File: src/rtl/nibble_class_sched.sv
// nibble_class_sched: two-requester round-robin front end for the shared
// 4-bit prime / divisible-by-3 classifier. Scans the granted word one
// nibble per cycle, LSB first, and reports per-nibble masks and counts.
module nibble_class_sched #(
    parameter int unsigned NIBBLES = 4
) (
    input  logic                           clk,
    input  logic                           rst_n,
    input  logic [1:0]                     req,
    input  logic [4*NIBBLES-1:0]           data0,
    input  logic [4*NIBBLES-1:0]           data1,
    output logic [1:0]                     gnt,
    output logic                           busy,
    output logic                           done,
    output logic                           done_id,
    output logic [NIBBLES-1:0]             prime_mask,
    output logic [NIBBLES-1:0]             div3_mask,
    output logic [$clog2(NIBBLES+1)-1:0]   prime_cnt,
    output logic [$clog2(NIBBLES+1)-1:0]   div3_cnt
);

    localparam int unsigned W        = 4 * NIBBLES;
    localparam int unsigned CW       = $clog2(NIBBLES + 1);
    localparam int unsigned IW       = (NIBBLES > 1) ? $clog2(NIBBLES) : 1;
    localparam logic [IW-1:0] LAST_IDX = IW'(NIBBLES - 1);

    typedef enum logic [1:0] {
        IDLE = 2'd0,
        SCAN = 2'd1,
        DONE = 2'd2
    } state_t;

    state_t              state, state_nxt;
    logic [W-1:0]        shreg, shreg_nxt;
    logic [IW-1:0]       idx, idx_nxt;
    logic [NIBBLES-1:0]  acc_prime, acc_prime_nxt;
    logic [NIBBLES-1:0]  acc_div3, acc_div3_nxt;
    logic [CW-1:0]       acc_pcnt, acc_pcnt_nxt;
    logic [CW-1:0]       acc_dcnt, acc_dcnt_nxt;
    logic                last_served, last_served_nxt;
    logic                winner, winner_nxt;
    logic                win_c;
    logic                is_prime_c;
    logic                is_div3_c;

    logic [1:0]          gnt_nxt;
    logic                busy_nxt;
    logic                done_nxt;
    logic                done_id_nxt;
    logic [NIBBLES-1:0]  prime_mask_nxt;
    logic [NIBBLES-1:0]  div3_mask_nxt;
    logic [CW-1:0]       prime_cnt_nxt;
    logic [CW-1:0]       div3_cnt_nxt;

    // Classify the nibble currently at the bottom of the shift register
    always_comb begin
        is_prime_c = 1'b0;
        is_div3_c  = 1'b0;
        unique case (shreg[3:0])
            4'd2, 4'd3, 4'd5, 4'd7, 4'd11, 4'd13: is_prime_c = 1'b1;
            default:                              is_prime_c = 1'b0;
        endcase
        unique case (shreg[3:0])
            4'd0, 4'd3, 4'd6, 4'd9, 4'd12, 4'd15: is_div3_c = 1'b1;
            default:                              is_div3_c = 1'b0;
        endcase
    end

    // Round-robin pick: a lone requester wins, a tie goes to the one not served last
    always_comb begin
        win_c = 1'b0;
        if (req == 2'b10) begin
            win_c = 1'b1;
        end else if (req == 2'b11) begin
            win_c = ~last_served;
        end
    end

    // Next-state and next-output logic
    always_comb begin
        state_nxt       = state;
        shreg_nxt       = shreg;
        idx_nxt         = idx;
        acc_prime_nxt   = acc_prime;
        acc_div3_nxt    = acc_div3;
        acc_pcnt_nxt    = acc_pcnt;
        acc_dcnt_nxt    = acc_dcnt;
        last_served_nxt = last_served;
        winner_nxt      = winner;
        gnt_nxt         = gnt;
        busy_nxt        = busy;
        done_nxt        = 1'b0;
        done_id_nxt     = done_id;
        prime_mask_nxt  = prime_mask;
        div3_mask_nxt   = div3_mask;
        prime_cnt_nxt   = prime_cnt;
        div3_cnt_nxt    = div3_cnt;

        unique case (state)
            IDLE: begin
                if (req != 2'b00) begin
                    state_nxt       = SCAN;
                    shreg_nxt       = win_c ? data1 : data0;
                    idx_nxt         = '0;
                    acc_prime_nxt   = '0;
                    acc_div3_nxt    = '0;
                    acc_pcnt_nxt    = '0;
                    acc_dcnt_nxt    = '0;
                    last_served_nxt = win_c;
                    winner_nxt      = win_c;
                    gnt_nxt         = win_c ? 2'b10 : 2'b01;
                    busy_nxt        = 1'b1;
                end
            end
            SCAN: begin
                acc_prime_nxt = acc_prime | (NIBBLES'(is_prime_c) << idx);
                acc_div3_nxt  = acc_div3  | (NIBBLES'(is_div3_c)  << idx);
                acc_pcnt_nxt  = acc_pcnt + CW'(is_prime_c);
                acc_dcnt_nxt  = acc_dcnt + CW'(is_div3_c);
                shreg_nxt     = shreg >> 4;
                idx_nxt       = idx + IW'(1);
                if (idx == LAST_IDX) begin
                    // Results are loaded on the edge into DONE so they are
                    // already visible in the cycle that carries the pulse.
                    state_nxt      = DONE;
                    gnt_nxt        = 2'b00;
                    done_nxt       = 1'b1;
                    done_id_nxt    = winner;
                    prime_mask_nxt = acc_prime_nxt;
                    div3_mask_nxt  = acc_div3_nxt;
                    prime_cnt_nxt  = acc_pcnt_nxt;
                    div3_cnt_nxt   = acc_dcnt_nxt;
                end
            end
            DONE: begin
                state_nxt = IDLE;
                busy_nxt  = 1'b0;
            end
            default: begin
                state_nxt = IDLE;
                gnt_nxt   = 2'b00;
                busy_nxt  = 1'b0;
            end
        endcase
    end

    // State and output registers with synchronous active-low reset
    always_ff @(posedge clk) begin
        if (!rst_n) begin
            state       <= IDLE;
            shreg       <= '0;
            idx         <= '0;
            acc_prime   <= '0;
            acc_div3    <= '0;
            acc_pcnt    <= '0;
            acc_dcnt    <= '0;
            last_served <= 1'b1;
            winner      <= 1'b0;
            gnt         <= 2'b00;
            busy        <= 1'b0;
            done        <= 1'b0;
            done_id     <= 1'b0;
            prime_mask  <= '0;
            div3_mask   <= '0;
            prime_cnt   <= '0;
            div3_cnt    <= '0;
        end else begin
            state       <= state_nxt;
            shreg       <= shreg_nxt;
            idx         <= idx_nxt;
            acc_prime   <= acc_prime_nxt;
            acc_div3    <= acc_div3_nxt;
            acc_pcnt    <= acc_pcnt_nxt;
            acc_dcnt    <= acc_dcnt_nxt;
            last_served <= last_served_nxt;
            winner      <= winner_nxt;
            gnt         <= gnt_nxt;
            busy        <= busy_nxt;
            done        <= done_nxt;
            done_id     <= done_id_nxt;
            prime_mask  <= prime_mask_nxt;
            div3_mask   <= div3_mask_nxt;
            prime_cnt   <= prime_cnt_nxt;
            div3_cnt    <= div3_cnt_nxt;
        end
    end

endmodule

File: config.mk
export PLATFORM = sky130hd
export DESIGN_NAME = nibble_class_sched
export DESIGN_NICKNAME = d
export VERILOG_FILES = /design/src/rtl/nibble_class_sched.sv
export SDC_FILE = /design/constraint.sdc
export NUM_CORES = 1
export LEC_CHECK = 0
export BUFFER_PORTS_ARGS = -buffer_cell sky130_fd_sc_hd__clkbuf_2
export CORE_ASPECT_RATIO = 0.7
export CORE_MARGIN = 3
export CORE_UTILIZATION = 50
export CTS_CLUSTER_SIZE = 28
export DETAILED_ROUTE_END_ITERATION = 6
export PLACE_DENSITY = 0.74
export SLEW_MARGIN = 20
export SYNTH_ARGS = -nofsm -noshare
export SYNTH_HDL_FRONTEND = slang
export SYNTH_SLANG_ARGS = --single-unit
File: constraint.sdc
create_clock -name clk -period 2.45 [get_ports clk]
set_input_delay 0.49 -clock clk [delete_from_list [all_inputs] [get_ports clk]]
set_output_delay 0.49 -clock clk [all_outputs]
set_load 0.03 [all_outputs]
Word level (Yosys, flattened, before mapping)
Cells that the tools add are included.

Reduce and logical (&&, ||, !) cells: 13. Divide/modulo/power cells: 0. $lt $le $gt $ge: 0. Bitwise operators: 5. Mux-type cells: 25. Multiply operators: 0. Equal/unequal tests: 17. Shift operators: 2. Add/sub/neg operators: 3.

Operator list (count): 16-bit two-way mux (2); 16-bit one-hot mux with 2 select lines (1); 4-bit == test, second input constant (5); 4-bit one-hot mux with 2 select lines (2); 4-bit by 3-bit == test with 1-bit output, second input constant (3); 2-bit two-way mux (6); 3-bit one-hot mux with 2 select lines (2); 2-bit AND reduction (6); 6-bit OR reduction (2); 2-bit == test, second input constant (4); 4-bit by 2-bit == test with 1-bit output, second input constant (2); 4-bit OR (2); 2-bit one-hot mux with 2 select lines (2); 1-bit by 2-bit << shifter with 4-bit output (2); 3-bit by 1-bit adder with 3-bit output (2); 1-bit two-way mux (6); 2-bit one-hot mux with 3 select lines (1); 4-bit logical NOT (1); 4-bit two-way mux (1); 2-bit != test, second input constant (2); 2-bit nonzero test (2); 3-bit two-way mux (1); 1-bit NOT (3); 3-bit AND reduction (1); 4 further kinds (4).

Word-level logic and storage cells: 82. Output and inout port bits: 19. Bits in latches: 0. Bits in read-only memories: 0. Bits in registers: 55. RAM bits: 0. Input bits: 36. Memories: 0.

Longest topological paths before layout
Word-level depth: 6. Gate-level depth with buffers: 9. Mapped depth without buffers: 8.

Worst setup path after synthesis
Ideal clock, no wire load.

Kind: reg-to-reg. Start: register shreg[3]. End: register div3_cnt[2]. Period minus slack after synthesis: 1.876 ns. Required time: 2.334 ns. Buffers on the path: 1. Setup time: 0.116 ns. Stages on the path, launching flop included: 10. Arrival time: 1.760 ns. Setup slack: 0.574 ns. Cells stage by stage: dfxtp_1 clkbuf_1 nor4bb_1 a31o_2 or2_2 ha_1 ha_1 xnor2_1 nand2_1 o211a_1.

Word-level cells in the longest chain between the ends: 4. Elaborated cells on any way between the ends: 9. Classes of those cells: add/sub: 1; eq/ne: 5; mux: 1; reduce/logical: 2.

Ends and longest elaborated chain: start: declaration (RTL line 34) `logic [W-1:0] shreg, shreg_nxt;`; start signal: assignment (RTL line 169) `shreg <= shreg_nxt;`; 4-bit by 2-bit == test with 1-bit output (tied with other cells) (RTL line 63) `unique case (shreg[3:0])`; 6-bit OR reduction (*) (RTL line 63); 1-bit two-way mux (*) (RTL line 63); 3-bit by 1-bit adder with 3-bit output (*) (RTL line 119) `acc_dcnt_nxt = acc_dcnt + CW'(is_div3_c);`; end signal: assignment (RTL line 184) `div3_cnt <= div3_cnt_nxt;`; end: declaration (RTL line 19) `output logic [$clog2(NIBBLES+1)-1:0] div3_cnt`.

Mark *: on every way between the ends. The rest lies on a longest branch, timed or not. A chain may end at the register's enable or synchronous reset.

Worst setup path after layout
Start: register shreg[3]. End: register acc_dcnt[2].

Word-level cells in the longest chain between the ends: 5. Elaborated cells on any way between the ends: 10. Classes of those cells: add/sub: 1; eq/ne: 5; mux: 2; reduce/logical: 2.

Ends and longest elaborated chain: 4-bit by 2-bit == test with 1-bit output (tied with other cells) (RTL line 63); 6-bit OR reduction (*) (RTL line 63); 1-bit two-way mux (*) (RTL line 63); 3-bit by 1-bit adder with 3-bit output (*) (RTL line 119); 3-bit one-hot mux with 2 select lines (*) (RTL line 99) `unique case (state)`; end signal: assignment (RTL line 174) `acc_dcnt <= acc_dcnt_nxt;`; end: declaration (RTL line 39) `logic [CW-1:0] acc_dcnt, acc_dcnt_nxt;`.

Marks and branches as above.

==> metrics list <==
- Num Clock Sinks: 55
* Simple-gate area share of the yosys netlist: 0.167
- Number of gates resized after CTS: 0
- Total cell area at the placement stage: 0.00281 mm²
- Detailed placement finished with a half-perimeter wire length of 4070 µm.
- Cells along the critical path: nor4bb_1, a31o_2, or2_2, ha_1, ha_1, nor2_1, o21ai_0, a21boi_0
- Synth Warn #: 0
- The via count of the first global-routing pass is 2080.
- The first global-routing pass estimated 9600 µm of wire.
- The worst setup path is of the flip-flop to flip-flop kind.
* Overall fraction of global-route tracks in use: 0.200
* Cell family contributing the most delay on the critical path: simple AND/OR/NAND/NOR gates
- Area Overhead vs Synth: 16.0%
- The die is 65.1 µm tall.
- At the pin with the least slew margin, the transition time is 721 ps.
- For this design the top-level I/O count stands at 55.
- The number of antenna violations at the first check in global routing was 0.
* Number of nets with antenna violations after routing: 0
- Maximum count of clock buffers along a single path: 2
- Max rail drop VDD: 317 µV
- Adding up every negative setup slack in the final design gives 0 ps.
* Fraction of synthesized cell area in xor and xnor cells: 0.0140
* Worst setup slack after layout: 533 ps
- Chip Width: 90.5 µm
* Post-Synthesis Cells: 283
- CP Capture Type: flip-flop
- Using the TritonRoute via totals, the vias-per-cell ratio works out to 5.46.
* Area taken by flip-flops and latches: 0.00110 mm²
* Most congested layer reported by global routing: met2
- Of all cell types, the one taking the most synthesized area is dfxtp_1.
- The count of final hold-check violations came to 0.
- Entering global routing, the biggest net connects 42 pins.
- For this configuration, the core starts out at a cell density of 0.546.
* Commonest non-fill, non-tap cell in the layout: dfxtp_1
- Row generation in the floorplan step produced 20 rows.
* Req. time, crit path: 2690 ps
- For this run, the register share of the synthesized area comes to 0.441.
- The top cell types in the final layout, fill and taps aside, are dfxtp_1 (55), clkbuf_2 (54), nand2_1 (51).
- The worst path needs 1920 ps of the cycle, external delays included.
- After clock tree synthesis, the clock-pin slew on the worst setup and hold paths is 90 ps.
- Clock tree synthesis inserted a total of 5 buffers.
- Summed over all layers, the global routing overflow is 0.
* Unrepaired setup endpoints after global routing: no
- The number of nets in the synthesized netlist is 324.
- Power per cell area: 602 mW/mm²
- Input and output buffers added on the ports amount to 54.
- For this block, the initial DRC count from the detailed router was 138.
- Along the worst path, the maximum fanout reaches 7.
* Count of buffering cells on the critical path with inverters included: 0
* Diode count: 0
- Of the total synthesized cell area, the portion taken by full adders, half adders and majority gates is 0.0250.
- FMAX: 522 MHz
- Worst Setup Start Kind: flip-flop
* Final instance area: 0.00290 mm²
- The tool flagged a number of max-cap violations equal to 0.
- Number of fill cells in the layout: 412
- In this run, placement finished with an instance count of 391.
* Met3 track utilization from global routing: 0.0481
- Clock Skew: 5.36 ps
* Status: complete, no violations
* Area contributors post-synth: dfxtp_1 (44%), nand2_1 (7.7%), a21boi_0 (4.8%)
* Number of hold buffers added after cts: 0
- Number of H-tree levels: 2
- Final period util: 0.782
- Averaged over all synthesized cells, the footprint is 8.83 µm².
- Slowest cell on the critical path: dfxtp_1
- Across all layers, the routed design uses 2172 vias.
* Number of post-CTS setup repair buffers: 0
* Class of the most critical hold timing path: flip-flop to flip-flop
- Fraction of the core area covered by cells at the end of the flow: 0.633
- Net count reported at finish: 373
- Number of pins exceeding their max-slew limit in the final report: 0
- Fraction of final layout cells sized beyond drive strength 1: 0.241
- Multiplexer fraction of the synthesized cell area: 0.0741
- Excluding fillers, the count of instances in the completed layout stands at 398.
- Data arrives at the worst endpoint at 2160 ps.
* Total length of routed wires: 5660 µm
- After detailed routing, the average wire length per cell comes to 14.2 µm.
- After synthesis, the largest family of logic cells by area is compound AO/OA/AOI/OAI gates.
* Final setup violation count: 0
- Core box area: 0.00458 mm²
- Multi-input logic area: 0.00130 mm²
- Number of library cell types mapped by synthesis: 38
* Worst-skew pair later-pin latency: 310 ps
* TritonCTS clock tree: built
- Compound-Gate Fraction of Synth Area: 0.240
- Count of unresolved DRC violations after routing: 0
- The die covers 0.00589 mm².
* LEAKAGE: 1.23 nW
- Post-synth top area share: 0.441
- At the end of routability-driven placement, the weighted congestion stood at 0.803.
* Pre-CTS setup slack: 553 ps
* Number of synthesized register bits: 55
* Relative slew slack: 0.519
- Syn Std Cell Area: 0.00250 mm²
* Buffer cell driving the clock tree root: clkbuf_8
* Critical Path Max Stage Delay: 460 ps
* Met2 usage: 0.301
- Worst path most repeated cell: ha_1
- Met1 track demand over resource in global routing: 0.286
- First drt pass iteration count: 4
[Yosys cell counts]
cell type  count
o22ai_1        4
dfxtp_1       55
ha_1           5
o31ai_2        1
buf_2          3
a31o_2         1
a21oi_1       11
a21bo_2        1
a21boi_1      12
a211oi_1       2
a31oi_1        4
xor2_1         2
nor2_1        11
inv_1          3
a21boi_4       1
buf_6          1
and3_1         7
buf_1          2
o21a_1         2
o21ai_0       18
a21boi_0      16
o211a_1        2
nand3_1       14
and2_1         1
nand3b_1       3
clkbuf_1      10
nand2_1       51
nor2b_1        2
or2_2          1
nor4bb_1       1
xnor2_1        2
buf_4          2
o21ai_1        1
mux2_1         4
nand2b_1       2
mux2_2         8
mux2i_1        5
a22oi_1       12
[worst min-delay path: stages (launching register included)]
cell and delay, ps:
dfxtp_1 320, nand2_1 40, a21boi_0 60
[layer usage]
layer / vias to the layer above / wire length, µm
met4: 0 / 70
met5: - / 0
li1: 1094 / -
met1: 1012 / 2920
met2: 58 / 2340
met3: 8 / 336
[registers in the layout, summed over array words and instances (netlist names)]
register	cells
div3_cnt	3
prime_mask	4
last_served	1
shreg	16
acc_div3	4
idx	2
div3_mask	4
busy	1
state	2
gnt	2
prime_cnt	3
acc_dcnt	3
done_id	1
acc_pcnt	3
done	1
acc_prime	4
winner	1
[metrics by stage]
stage / hold slack [ps] / total power [W]
final: 469 / 0.00175
after global routing: 512 / 0.00183
after global placement: 454 / 0.00125
after detailed placement: 460 / 0.00126
after CTS: 473 / 0.00175
after floorplan: 441 / 0.00117
[worst paths after layout]
check | start | cells past startpoint | slack, ps | to
worst max-delay path | shreg[3] | 8 | 530 | acc_dcnt[2]
worst min-delay path | prime_cnt[0] | 2 | 470 | prime_cnt[0]
worst max register to register | shreg[3] | 8 | 530 | acc_dcnt[2]
worst min register to register | prime_cnt[0] | 2 | 470 | prime_cnt[0]
[final cells by class]
class                   instances  share of cell area
flip-flops and latches         55               0.380
repair buffers                 60               0.109
well taps                      66              0.0285
inverters                       3             0.00389
clock buffers                   6              0.0285
multi-input cells             207               0.449
clock inverters                 1             0.00173
[report_power, final]
part	leakage, nW	total (W)	internal (W)	switching, W
registers	0.448	0.000970	0.000935	0.0000355
logic	0.731	0.000269	0.000117	0.000152
clock network	0.0470	0.000506	0.000222	0.000284
total	1.23	0.00175	0.00127	0.000471
[kinds of logic after synthesis]
logic type / after synthesis
XOR/XNOR: 4
flip-flops: 55
buffers and inverters: 21
multiplexers: 17
AO/OA/AOI/OAI: 88
AND/OR/NAND/NOR: 93
adder cells (fa/ha/maj): 5
Note: power is estimated with default switching activity, not from simulation.
